[src/rtl/comp_dict_pkg.sv]
// Shared definitions for the field dictionaries that sit beside the
// compression controller: state encoding, per-field widths and the bit
// positions of each field inside an instruction word.
package comp_dict_pkg;

  typedef enum logic [1:0] {
    ST_EMPTY  = 2'd0,
    ST_LOAD   = 2'd1,
    ST_ACTIVE = 2'd2
  } state_e;

  // Key width and value width of each field dictionary
  localparam int FIELD1_IDX_SIZE = 3;
  localparam int FIELD2_IDX_SIZE = 8;
  localparam int FIELD3_IDX_SIZE = 5;
  localparam int FIELD1_SIZE     = 7;
  localparam int FIELD2_SIZE     = 15;
  localparam int FIELD3_SIZE     = 10;

  // Where each field lives inside a 32-bit instruction word
  localparam int FIELD1_LSB = 0;
  localparam int FIELD1_MSB = FIELD1_LSB + FIELD1_SIZE - 1;
  localparam int FIELD2_LSB = FIELD1_MSB + 1;
  localparam int FIELD2_MSB = FIELD2_LSB + FIELD2_SIZE - 1;
  localparam int FIELD3_LSB = FIELD2_MSB + 1;
  localparam int FIELD3_MSB = FIELD3_LSB + FIELD3_SIZE - 1;

endpackage

[src/rtl/comp_dict_prienc.sv]
// Lowest-index priority encoder: turns a match vector into {any, index}.
// Index is 0 when nothing matches.
module comp_dict_prienc #(
  parameter int WIDTH = 8,
  parameter int IDXW  = (WIDTH > 1) ? $clog2(WIDTH) : 1
) (
  input  logic [WIDTH-1:0] vec,
  output logic             any,
  output logic [IDXW-1:0]  idx
);

  // Scan from the top down so the lowest set bit wins
  always_comb begin
    any = |vec;
    idx = '0;
    for (int i = WIDTH - 1; i >= 0; i--) begin
      if (vec[i]) idx = IDXW'(i);
    end
  end

endmodule

[src/rtl/comp_dict_table.sv]
// Bidirectional key<->value dictionary for one instruction field.
// Filled once through a valid/ready loader, then frozen and answers
// combinational forward (key->value) and reverse (value->key) lookups.
// Optional hit/miss statistics: define COMP_DICT_STATS_EN.
//
// Loader handshake: a beat transfers on any rising edge where
// load_valid && load_ready; load_val must be stable while load_valid is
// high. A beat whose value is already present is consumed but not stored,
// and load_err pulses for one cycle after it.
module comp_dict_table
  import comp_dict_pkg::*;
#(
  parameter int IDX_SIZE = FIELD1_IDX_SIZE,
  parameter int VAL_SIZE = FIELD1_SIZE
) (
  input  logic                clk,
  input  logic                resetn,
  input  logic                flush,
  input  logic                load_valid,
  output logic                load_ready,
  input  logic [VAL_SIZE-1:0] load_val,
  input  logic                load_done,
  output logic                load_err,
  output logic [IDX_SIZE:0]   entry_count,
  output logic                table_active,
  input  logic [IDX_SIZE-1:0] key_lookup,
  output logic [VAL_SIZE-1:0] val_found,
  input  logic [VAL_SIZE-1:0] val_lookup,
  output logic                val_lookup_res,
  output logic [IDX_SIZE-1:0] key_found,
  output state_e              dbg_state
`ifdef COMP_DICT_STATS_EN
  ,
  input  logic                stats_sample,
  output logic [31:0]         hit_count,
  output logic [31:0]         miss_count
`endif
);

  localparam int DEPTH = 1 << IDX_SIZE;
  localparam logic [IDX_SIZE:0] DEPTH_CNT = (IDX_SIZE + 1)'(DEPTH);
  localparam logic [IDX_SIZE:0] CNT_ONE   = (IDX_SIZE + 1)'(1);

  state_e                state_q, state_d;
  logic [DEPTH-1:0]      valid_q;
  logic [VAL_SIZE-1:0]   entry_q [DEPTH];
  logic [IDX_SIZE:0]     count_q;
  logic                  err_q;

  logic [DEPTH-1:0]      dup_vec, lkp_vec;
  logic                  dup_any, lkp_any;
  logic [IDX_SIZE-1:0]   dup_idx, lkp_idx;
  logic                  accept, dup_beat, write_en;
  logic [IDX_SIZE:0]     cnt_inc;

  // Ready only while resetn is released and there is room to store a beat
  assign load_ready = resetn &&
                      ((state_q == ST_EMPTY) ||
                       ((state_q == ST_LOAD) && (count_q < DEPTH_CNT)));

  assign accept   = load_valid && load_ready;
  assign dup_beat = accept && dup_any;
  assign write_en = accept && !dup_any && !flush;
  assign cnt_inc  = count_q + CNT_ONE;

  // Compare every stored entry against the incoming beat and the lookup value
  always_comb begin
    dup_vec = '0;
    lkp_vec = '0;
    for (int i = 0; i < DEPTH; i++) begin
      dup_vec[i] = valid_q[i] && (entry_q[i] == load_val);
      lkp_vec[i] = valid_q[i] && (entry_q[i] == val_lookup);
    end
  end

  comp_dict_prienc #(.WIDTH(DEPTH), .IDXW(IDX_SIZE)) u_dup_enc (
    .vec (dup_vec),
    .any (dup_any),
    .idx (dup_idx)
  );

  comp_dict_prienc #(.WIDTH(DEPTH), .IDXW(IDX_SIZE)) u_lkp_enc (
    .vec (lkp_vec),
    .any (lkp_any),
    .idx (lkp_idx)
  );

  // Next-state decode; flush overrides every other transition
  always_comb begin
    state_d      = state_q;
    table_active = 1'b0;
    unique case (state_q)
      ST_EMPTY: begin
        if (load_done)     state_d = ST_ACTIVE;
        else if (write_en) state_d = (cnt_inc == DEPTH_CNT) ? ST_ACTIVE : ST_LOAD;
      end
      ST_LOAD: begin
        if (load_done || (write_en && (cnt_inc == DEPTH_CNT))) state_d = ST_ACTIVE;
      end
      ST_ACTIVE: begin
        table_active = 1'b1;
      end
      default: state_d = ST_EMPTY;
    endcase
    if (flush) state_d = ST_EMPTY;
  end

  // State, valid bits, fill count and the duplicate-error pulse
  always_ff @(posedge clk or negedge resetn) begin
    if (!resetn) begin
      state_q <= ST_EMPTY;
      valid_q <= '0;
      count_q <= '0;
      err_q   <= 1'b0;
    end else begin
      state_q <= state_d;
      err_q   <= dup_beat && !flush;
      if (flush) begin
        valid_q <= '0;
        count_q <= '0;
      end else if (write_en) begin
        valid_q[count_q[IDX_SIZE-1:0]] <= 1'b1;
        count_q                        <= cnt_inc;
      end
    end
  end

  // Entry storage is plain RAM; its contents are qualified by valid_q
  always_ff @(posedge clk) begin
    if (write_en) entry_q[count_q[IDX_SIZE-1:0]] <= load_val;
  end

  assign load_err       = err_q;
  assign entry_count    = count_q;
  assign dbg_state      = state_q;
  assign val_found      = (table_active && valid_q[key_lookup]) ? entry_q[key_lookup] : '0;
  assign val_lookup_res = table_active && lkp_any;
  assign key_found      = val_lookup_res ? lkp_idx : '0;

`ifdef COMP_DICT_STATS_EN
  // Saturating hit/miss counters for sampled lookups while active
  always_ff @(posedge clk or negedge resetn) begin
    if (!resetn) begin
      hit_count  <= '0;
      miss_count <= '0;
    end else if (flush) begin
      hit_count  <= '0;
      miss_count <= '0;
    end else if (table_active && stats_sample) begin
      if (val_lookup_res) begin
        if (hit_count != 32'hFFFF_FFFF) hit_count <= hit_count + 32'd1;
      end else begin
        if (miss_count != 32'hFFFF_FFFF) miss_count <= miss_count + 32'd1;
      end
    end
  end
`endif

endmodule

[config.mk]
export PLATFORM = sky130hd
export DESIGN_NAME = comp_dict_table
export DESIGN_NICKNAME = d
export VERILOG_FILES = /design/src/rtl/comp_dict_pkg.sv /design/src/rtl/comp_dict_prienc.sv /design/src/rtl/comp_dict_table.sv
export SDC_FILE = /design/constraint.sdc
export NUM_CORES = 1
export LEC_CHECK = 0
export BUFFER_PORTS_ARGS = -buffer_cell sky130_fd_sc_hd__buf_4
export CORE_UTILIZATION = 40
export DETAILED_ROUTE_END_ITERATION = 16
export GPL_ROUTABILITY_DRIVEN = 0
export PLACE_DENSITY = 0.63
export SYNTH_ARGS = -nofsm -noshare
export SYNTH_HDL_FRONTEND = slang
export SYNTH_SLANG_ARGS = --single-unit
export TNS_END_PERCENT = 10
[constraint.sdc]
create_clock -name clk -period 3.1 [get_ports clk]
set_input_delay 0.31 -clock clk [delete_from_list [all_inputs] [get_ports clk]]
set_output_delay 0.31 -clock clk [all_outputs]
set_load 0.05 [all_outputs]
## After elaboration in Yosys (flattened, before gate mapping)

Memories as Yosys holds them, arrays and structs flattened.
Cells that the tools add are included.

- Register bits: 15
- RAM bits: 56
- Bits of input ports: 22
- Output and inout port bits: 20
- Memories kept: 1

Memory list:

| name | words | bits a word | read ports | clocked after Yosys merged registers in | write ports | RTL line | text |
|---|---|---|---|---|---|---|---|
| entry_q | 8 | 7 | 9 | 0 | 1 | comp_dict_table.sv:46 | `logic [VAL_SIZE-1:0] entry_q [DEPTH];` |

- $add $sub $neg: 1
- Order comparisons: 4
- Equality and inequality tests: 22
- Mux-type cells: 27
- Bitwise gates (word level): 1
- Reductions and logical operators: 36

Operator list:

| kind | count |
|---|---|
| 7-bit equality test | 16 |
| 1-bit logical AND | 27 |
| 3-bit 2-to-1 mux | 9 |
| 8-bit 2-to-1 mux | 2 |
| 8-bit OR reduction | 2 |
| 2-bit 2-to-1 mux | 5 |
| 3-bit by 4-bit < comparator with 1-bit output (second input constant) | 2 |
| 4-bit 2-to-1 mux | 2 |
| 8-bit OR | 1 |
| 7-bit 2-to-1 mux | 1 |
| 2-bit case mux with 3 select lines | 1 |
| 1-bit 2-to-1 mux | 5 |
| 4-bit by 1-bit adder with 4-bit output (second input constant) | 1 |
| 4-bit equality test (second input constant) | 1 |
| 4-bit < comparator (second input constant) | 1 |
| 4-bit inequality test (second input constant) | 1 |
| 1-bit binary-select mux with 3-bit select | 1 |
| 1-bit demux with 3-bit select | 1 |
| 3-bit by 1-bit >= comparator with 1-bit output (second input constant) | 1 |
| 3-bit by 2-bit inequality test with 1-bit output (second input constant) | 1 |
| 3-bit AND reduction | 1 |
| 2-bit by 1-bit equality test with 1-bit output (second input constant) | 1 |
| 2-bit equality test (second input constant) | 1 |
| 1-bit zero test | 2 |
| other kinds (4) | 5 |

## Logic depth before layout (Yosys ltp)

Gate-level depths: netlist (run 1).

- Word-level depth: 12
- Depth in mapped cells: 9
- Gate-level depth less buffers: 7

## Hierarchy

Synthesis (run 1) repeated with hierarchy kept, for this count alone.

- Cell total of the unflattened synthesis: 376
- Area, all modules: 4430.5 µm²

By module, submodules not included:

| module | times used | cells each | area an instance (µm²) | sequential area each (µm²) |
|---|---|---|---|---|
| comp_dict_table | 1 | 350 | 4267.8 | 2057.0 |
| comp_dict_prienc | 2 | 13 | 81.3 | 0.0 |

## Least setup slack after synthesis (run 1)

Ideal clock, no wire load.

- Path kind: reg2reg
- Start point: register count_q[3] (netlist: entry_count[3])
- End point: memory entry_q[0][0] (netlist name), enable pin
- Library setup time: 0.390 ns
- Arrival time: 3.598 ns
- Path slack: -0.888 ns
- Cell stages (with the launch flop): 5
- Clock period less this slack: 3.988 ns
- Cell sequence: dfrtp_1 a211oi_1 nand4_2 clkbuf_8 nor4_1

- Cells in the longest elaborated chain, start to end: 9

Ends and longest elaborated chain:

| item | RTL line | text |
|---|---|---|
| start: declaration | comp_dict_table.sv:47 | `logic [IDX_SIZE:0] count_q;` |
| start signal: assignment | comp_dict_table.sv:123 | `count_q <= cnt_inc;` |
| 4-bit < comparator | comp_dict_table.sv:59 | `((state_q == ST_LOAD) && (count_q < DEPTH_CNT)));` |
| 1-bit logical AND | comp_dict_table.sv:59 |  |
| 1-bit logical OR | comp_dict_table.sv:58 | `((state_q == ST_EMPTY) \|\|` |
| 1-bit logical AND | comp_dict_table.sv:57 | `assign load_ready = resetn &&` |
| net load_ready | comp_dict_table.sv:20 | `output logic load_ready,` |
| 1-bit logical AND | comp_dict_table.sv:61 | `assign accept = load_valid && load_ready;` |
| 1-bit logical AND (2 in series) | comp_dict_table.sv:63 | `assign write_en = accept && !dup_any && !flush;` |
| 1-bit 2-to-1 mux | comp_dict_table.sv:130 | `if (write_en) entry_q[count_q[IDX_SIZE-1:0]] <= load_val;` |
| 1-bit 2-to-1 mux (implied by the code) | comp_dict_table.sv:130 |  |
| end: declaration | comp_dict_table.sv:46 |  |

The timed path passes the listed nets, and every way through them passes these cells.

==> impl_metrics.csv, run 1 <==
group,metric,value,unit
cts,root_buffer,"clkbuf_8",
worst_setup_path,worstSetupPathType,"flop to flop",
timing,slew_headroom,57.0,%
cts,clock_path_buffers,2,
drt,viasPerCell,5.48,
timing,max_slew.worst_pin.slew,0.639,ns
floorplan,start_util,42.0,%
cts,cts_setup_buffers,0,
grt,grt_use_total,21.4,%
grt,antenna_found_initial,0,
layout,diodes,0,
power,p_leak,1.70,nW
cts,cts_tree,"done",
layout,fill_cells,983,
logic_synthesis,syn_area,4390,um^2
grt,grt_pass1_wl,17.6,mm
worst_setup_path,cp-end-kind,"flop",
hold_path,min_path_type,"input port to flop",
timing,fmax,371,MHz
drt,vias,2941,
logic_synthesis,ys_types,39,
power,power_density,403,nW/um^2
job,cap_viol_max_count,0,
worst_setup_path,critPathMaxFanout,11,
floorplan,row_count,37,
grt,grt_max_degree,17,
placed_design,placed_area,4770,um^2
floorplan,die_w,107,um
timing,min_period,2.70,ns
grt,grt_pass1_vias,3076,
cts,cts-htree-levels,3,
worst_setup_path,critical_path_arrival,2.76,ns
timing,maxSlewViolCount,0,
logic_synthesis,synth-warning-count,0,
floorplan,dieHeight,107,um
floorplan,ios,42,
logic_synthesis,synthesis.instances,357,
logic_synthesis,avgSynthCellArea,12.3,um^2
power,ir_drop,208,uV
timing,fin_skew,0.0125,ns
drt,antenna_left,0,
placed_design,dpl.hpwl,8.43,mm
timing,hold_viol,0,
layout,final_core_util,47.4,%
layout,stdcell_area,4960,um^2
status,status,"finished, final reports clean",
worst_setup_path,cp.required,3.16,ns
drt,wl_per_cell,21.0,um
cts,cts.sink_count,71,
timing,setup_viol,0,
worst_setup_path,startpoint_type,"flop",
timing,rsz0062_at_grt,"false",
logic_synthesis,ys_ff_latch,71,
drt,drt-total-wl,11.3,mm
layout,drive_above_1_share,21.9,%
floorplan,die_area,11400,um^2
logic_synthesis,synth_nets,380,
drt,drt-initial-drc-count,226,
cts,clkTransAtPathRegs,0.07,ns
cts,clk_latency,0.35,ns
drt,firstDrtPassIters,4,
drt,drc_errors,0,
logic_synthesis,yosysSeqAreaShare,46.9,%
layout,num-nets-final,419,
floorplan,core-area,10500,um^2
grt,grt-ovfl-total,0,
timing,period_share,86.9,%
layout,syn_to_final_growth,13.1,%
timing,setup_tns,0,ns
cts,cts_buffers,9,
placed_design,port_buffers,41,
[report_power, final]
group	switching [W]	internal, W	total (W)
clock network	0.000343	0.000359	0.000702
registers	0.0000114	0.00104	0.00105
logic	0.000144	0.000109	0.000253
total	0.000499	0.00150	0.00200
[registers in the layout, summed over array words and instances (netlist names)]
| register | flops |
|---|---|
| entry_count | 4 |
| load_err | 1 |
| valid_q | 8 |
| dbg_state | 2 |
| entry_q | 56 |
[cell usage in the layout (no fill, tap or decap), drive strengths merged, types with 5 or more instances in the layout]
cell type	Yosys	routed
a21o	5	5
buf	16	51
clkbuf	8	13
dfrtp	15	15
edfxtp	56	56
inv	5	5
mux2i	10	10
mux4	16	16
nand2	7	7
nand4	32	32
nor2	30	30
nor3	11	11
nor4	6	6
xnor2	107	107
xor2	6	6
[synth_stat cells, drive strengths merged]
library cell / n / area [um^2]
xnor2: 107 / 937
edfxtp: 56 / 1680
nand4: 32 / 206
nor2: 30 / 113
buf: 16 / 139
mux4: 16 / 360
dfrtp: 15 / 375
nor3: 11 / 55.1
mux2i: 10 / 100
clkbuf: 8 / 50.1
nand2: 7 / 26.3
nor4: 6 / 37.5
xor2: 6 / 52.6
a21o: 5 / 37.5
inv: 5 / 18.8
a21oi: 3 / 15.0
nand2b: 3 / 18.8
a211oi: 2 / 15.0
mux2: 2 / 22.5
nand3: 2 / 10.0
o21ai: 2 / 10.0
or2: 2 / 12.5
a31oi: 1 / 6.26
and3: 1 / 6.26
ha: 1 / 12.5
nor2b: 1 / 6.26
o211a: 1 / 10.0
o21a: 1 / 7.51
o22ai: 1 / 6.26
o31a: 1 / 8.76
o32ai: 1 / 8.76
o41ai: 1 / 16.3
or3: 1 / 6.26
[worst max-delay path: stages, from the launching register on]
cell      delay (ns)
edfxtp_1        0.49
xnor2_1         0.18
nand4_1         0.12
nor2_1          0.07
nor4_1          0.58
nand4_2         0.39
nor4_1          0.34
buf_4           0.23
[path summary, 6_finish.rpt]
| kind | start | endpoint | slack (ns) | cells after the start |
|---|---|---|---|---|
| setup reg to reg | entry_q[2][0]$_DFFE_PP_ | entry_q[1][1]$_DFFE_PP_ | 0.40 | 7 |
| min in group asynchronous | resetn | dbg_state[0]$_DFFE_PN0P_ | 0.35 | 2 |
| setup / recovery | entry_q[2][0]$_DFFE_PP_ | entry_q[1][1]$_DFFE_PP_ | 0.40 | 7 |
| hold reg to reg | valid_q[4]$_DFFE_PN0P_ | valid_q[4]$_DFFE_PN0P_ | 0.55 | 1 |
| hold / removal | load_done | dbg_state[0]$_DFFE_PN0P_ | 0.12 | 2 |
| max in group asynchronous | resetn | entry_count[2]$_DFFE_PN0P_ | 2.56 | 2 |
[layout make-up]
| cell class | instances | area [um^2] | area share, % |
|---|---|---|---|
| Clock buffer | 13 | 170 | 3.43 |
| Clock inverter | 3 | 17.5 | 0.353 |
| Inverter | 5 | 18.8 | 0.378 |
| Multi-Input combinational cell | 257 | 2140 | 43.1 |
| Sequential cell | 71 | 2060 | 41.4 |
| Tap cell | 136 | 170 | 3.43 |
| Timing Repair Buffer | 52 | 393 | 7.92 |
[kinds of logic after synthesis]
| group | Yosys count | synth area share [%] |
|---|---|---|
| AND/OR/NAND/NOR | 96 | 11.3 |
| XOR/XNOR | 113 | 22.5 |
| adder cells (fa/ha/maj) | 1 | 0.285 |
| AO/OA/AOI/OAI | 19 | 3.22 |
| flip-flops | 71 | 46.9 |
| multiplexers | 28 | 11.0 |
| buffers and inverters | 29 | 4.73 |
[routing by layer]
metal | track usage, % | share of wire, % | wire (um) | vias to the layer above
met5 | 0 | 0 | 0 | -
met4 | 11.4 | 3.0 | 342 | 0
met3 | 2.92 | 5.9 | 664 | 27
met2 | 34.6 | 49 | 5540 | 99
met1 | 27.9 | 42 | 4710 | 1449
li1 | - | - | - | 1366
[through the flow]
step	hold WS [ns]	power [W]	setup WS [ns]	instances
after floorplan	0.0144	0.00125	0.0428	357
after CTS	0.102	0.00202	0.395	537
final	0.117	0.00200	0.405	537
after global placement	0.176	0.00132	0.438	520
after detailed placement	0.178	0.00132	0.374	520
after global routing	0.103	0.00207	0.239	537
[timing repair]
item	4_1_cts	5_1_grt
hold buffers	1	0
endpoints found under the hold margin	15	0
resized for setup	0	0
Power figures use the tool's default switching activity.
==> run 2, diff against run 1 <==
RECOVER_POWER = 100   (was not set)
==> run 2 against run 1 <==
Core utilization fell by 0.88 points. Sequential power about the same. Register-to-register slack lost 0.04 ns. Worst setup slack got worse by 0.14 ns. Wire length about the same. Clock skew about the same. Critical path depth increased by 1. Maximum frequency fell by 5.0%. Hold slack about the same. Cell count unchanged.
==> impl_metrics.csv, run 2 (same netlist as run 1, synthesis figures left out) <==
group,metric,value,unit
status,status,"finished, final reports clean",
drt,drt-initial-drc-count,231,
timing,max_slew.worst_pin.slew,0.657,ns
power,ir_drop,209,uV
drt,firstDrtPassIters,6,
worst_setup_path,startpoint_type,"flop",
layout,multi_input_area,2130,um^2
hold_path,min_path_type,"input port to flop",
worst_setup_path,critPathMaxFanout,3,
placed_design,dpl.hpwl,8.43,mm
timing,rsz0062_at_grt,"false",
layout,regArea,2060,um^2
cts,cts_tree,"done",
drt,viasPerCell,5.53,
power,pwr-share-comb,12.4,%
floorplan,die_area,11400,um^2
layout,drive_above_1_share,16.7,%
floorplan,start_util,42.0,%
timing,period_share,91.5,%
worst_setup_path,cp.required,2.79,ns
timing,setup_tns,0,ns
layout,fill_cells,1004,
timing,setup_viol,0,
layout,finalNonFillerCells,537,
timing,fmax,353,MHz
layout,final_common_cell,"xnor2_1",
power,clkPwrFrac,35.2,%
cts,clock_path_buffers,2,
cts,clkTransAtPathRegs,0.08,ns
drt,drt-total-wl,11.3,mm
grt,grt_pass1_vias,3076,
timing,hold_viol,0,
placed_design,dp.cells,520,
timing,maxSlewViolCount,0,
floorplan,dieHeight,107,um
cts,post_cts_resized,0,
cts,clk_latency,0.35,ns
cts,cts-htree-levels,3,
grt,grt_pass1_wl,17.6,mm
drt,wl_per_cell,21.0,um
timing,min_period,2.84,ns
worst_setup_path,worstSetupPathType,"flop to output port",
floorplan,ios,42,
power,intPower,0.00150,W
drt,drc_errors,0,
floorplan,die_w,107,um
worst_setup_path,cp-end-kind,"output port",
power,p_sw_share,25.0,%
layout,stdcell_area,4870,um^2
grt,grt_use_total,21.4,%
grt,grt_max_degree,17,
drt,antenna_left,0,
cts,cts_buffers,9,
worst_setup_path,critical_path_arrival,2.53,ns
power,total_power,0.00200,W
cts,root_buffer,"clkbuf_8",
floorplan,core-area,10500,um^2
job,cap_viol_max_count,0,
layout,largest_reg_flops,56,
timing,fin_skew,0.0125,ns
drt,vias,2971,
power,power_density,410,nW/um^2
layout,num-nets-final,419,
cts,cts.sink_count,71,
placed_design,port_buffers,41,
layout,syn_to_final_growth,11.0,%
timing,slew_headroom,56.4,%
placed_design,placed_area,4770,um^2
grt,antenna_found_initial,0,
grt,grt-ovfl-total,0,
power,seqPwrFrac,52.4,%
layout,diodes,0,
floorplan,row_count,37,
power,switching_power,0.000499,W
power,p_leak,1.61,nW
layout,final_cell_mix,"xnor2_1 (107), edfxtp_1 (56), nand4_1 (31)",
## run 2: area by class of cell
| type | instances | share of cell area [%] |
|---|---|---|
| Tap cell | 136 | 3.49 |
| Sequential cell | 71 | 42.2 |
| Multi-Input combinational cell | 257 | 43.7 |
| Inverter | 5 | 0.385 |
| Clock inverter | 3 | 0.360 |
| Clock buffer | 13 | 3.49 |
| Timing Repair Buffer | 52 | 6.32 |
## run 2: timing repair
action                                  in CTS  in global routing
setup buffers                                0                  0
endpoints found under the setup margin       0                  0
hold buffers                                 1                  0
hold endpoints to repair                    15                  0
## run 2: routing by layer
| metal | up-vias | share of wire (%) | track usage, % |
|---|---|---|---|
| met3 | 23 | 5.2 | 2.92 |
| met2 | 110 | 50 | 34.6 |
| li1 | 1364 | - | - |
| met1 | 1474 | 42 | 27.9 |
| met5 | - | 0 | 0 |
| met4 | 0 | 3.1 | 11.4 |
## run 2: path summary, 6_finish.rpt
| kind | start | end | slack (ns) | depth (start not counted) |
|---|---|---|---|---|
| max in group asynchronous | resetn | entry_count[2]$_DFFE_PN0P_ | 2.56 | 2 |
| min in group asynchronous | resetn | dbg_state[0]$_DFFE_PN0P_ | 0.35 | 2 |
| max | entry_q[6][6]$_DFFE_PP_ | key_found[1] | 0.26 | 8 |
| max reg2reg | entry_q[2][0]$_DFFE_PP_ | entry_q[6][0]$_DFFE_PP_ | 0.36 | 7 |
| min reg2reg | valid_q[4]$_DFFE_PN0P_ | valid_q[4]$_DFFE_PN0P_ | 0.56 | 1 |
| min | load_done | dbg_state[0]$_DFFE_PN0P_ | 0.12 | 2 |
## run 2: worst max-delay path: stages, from the launching register on
cell      delay [ns]
edfxtp_1        0.46
xnor2_1         0.21
nand4_1         0.15
nor2_1          0.17
nor2_1          0.09
nor3_1          0.18
nor3_1          0.07
nor3_1          0.31
clkbuf_1        0.52
## run 2: metrics by stage
stage               hold slack (ns)  worst slack (ns)  utilization [%]
finish                        0.117             0.264             46.6
global route                  0.103             0.136             46.6
CTS                           0.102             0.395             47.4
floorplan                    0.0144            0.0428                -
global placement              0.176             0.438             45.6
detailed placement            0.178             0.374             45.6
## run 2: power groups by stage
stage          combinational, W  clock (W)  sequential [W]
6_report               0.000247   0.000703         0.00105
5_1_grt                0.000265   0.000755         0.00105
4_1_cts                0.000253   0.000719         0.00105
3_5_place_dp           0.000251          0         0.00107
3_3_place_gp           0.000251          0         0.00107
2_1_floorplan          0.000178          0         0.00107
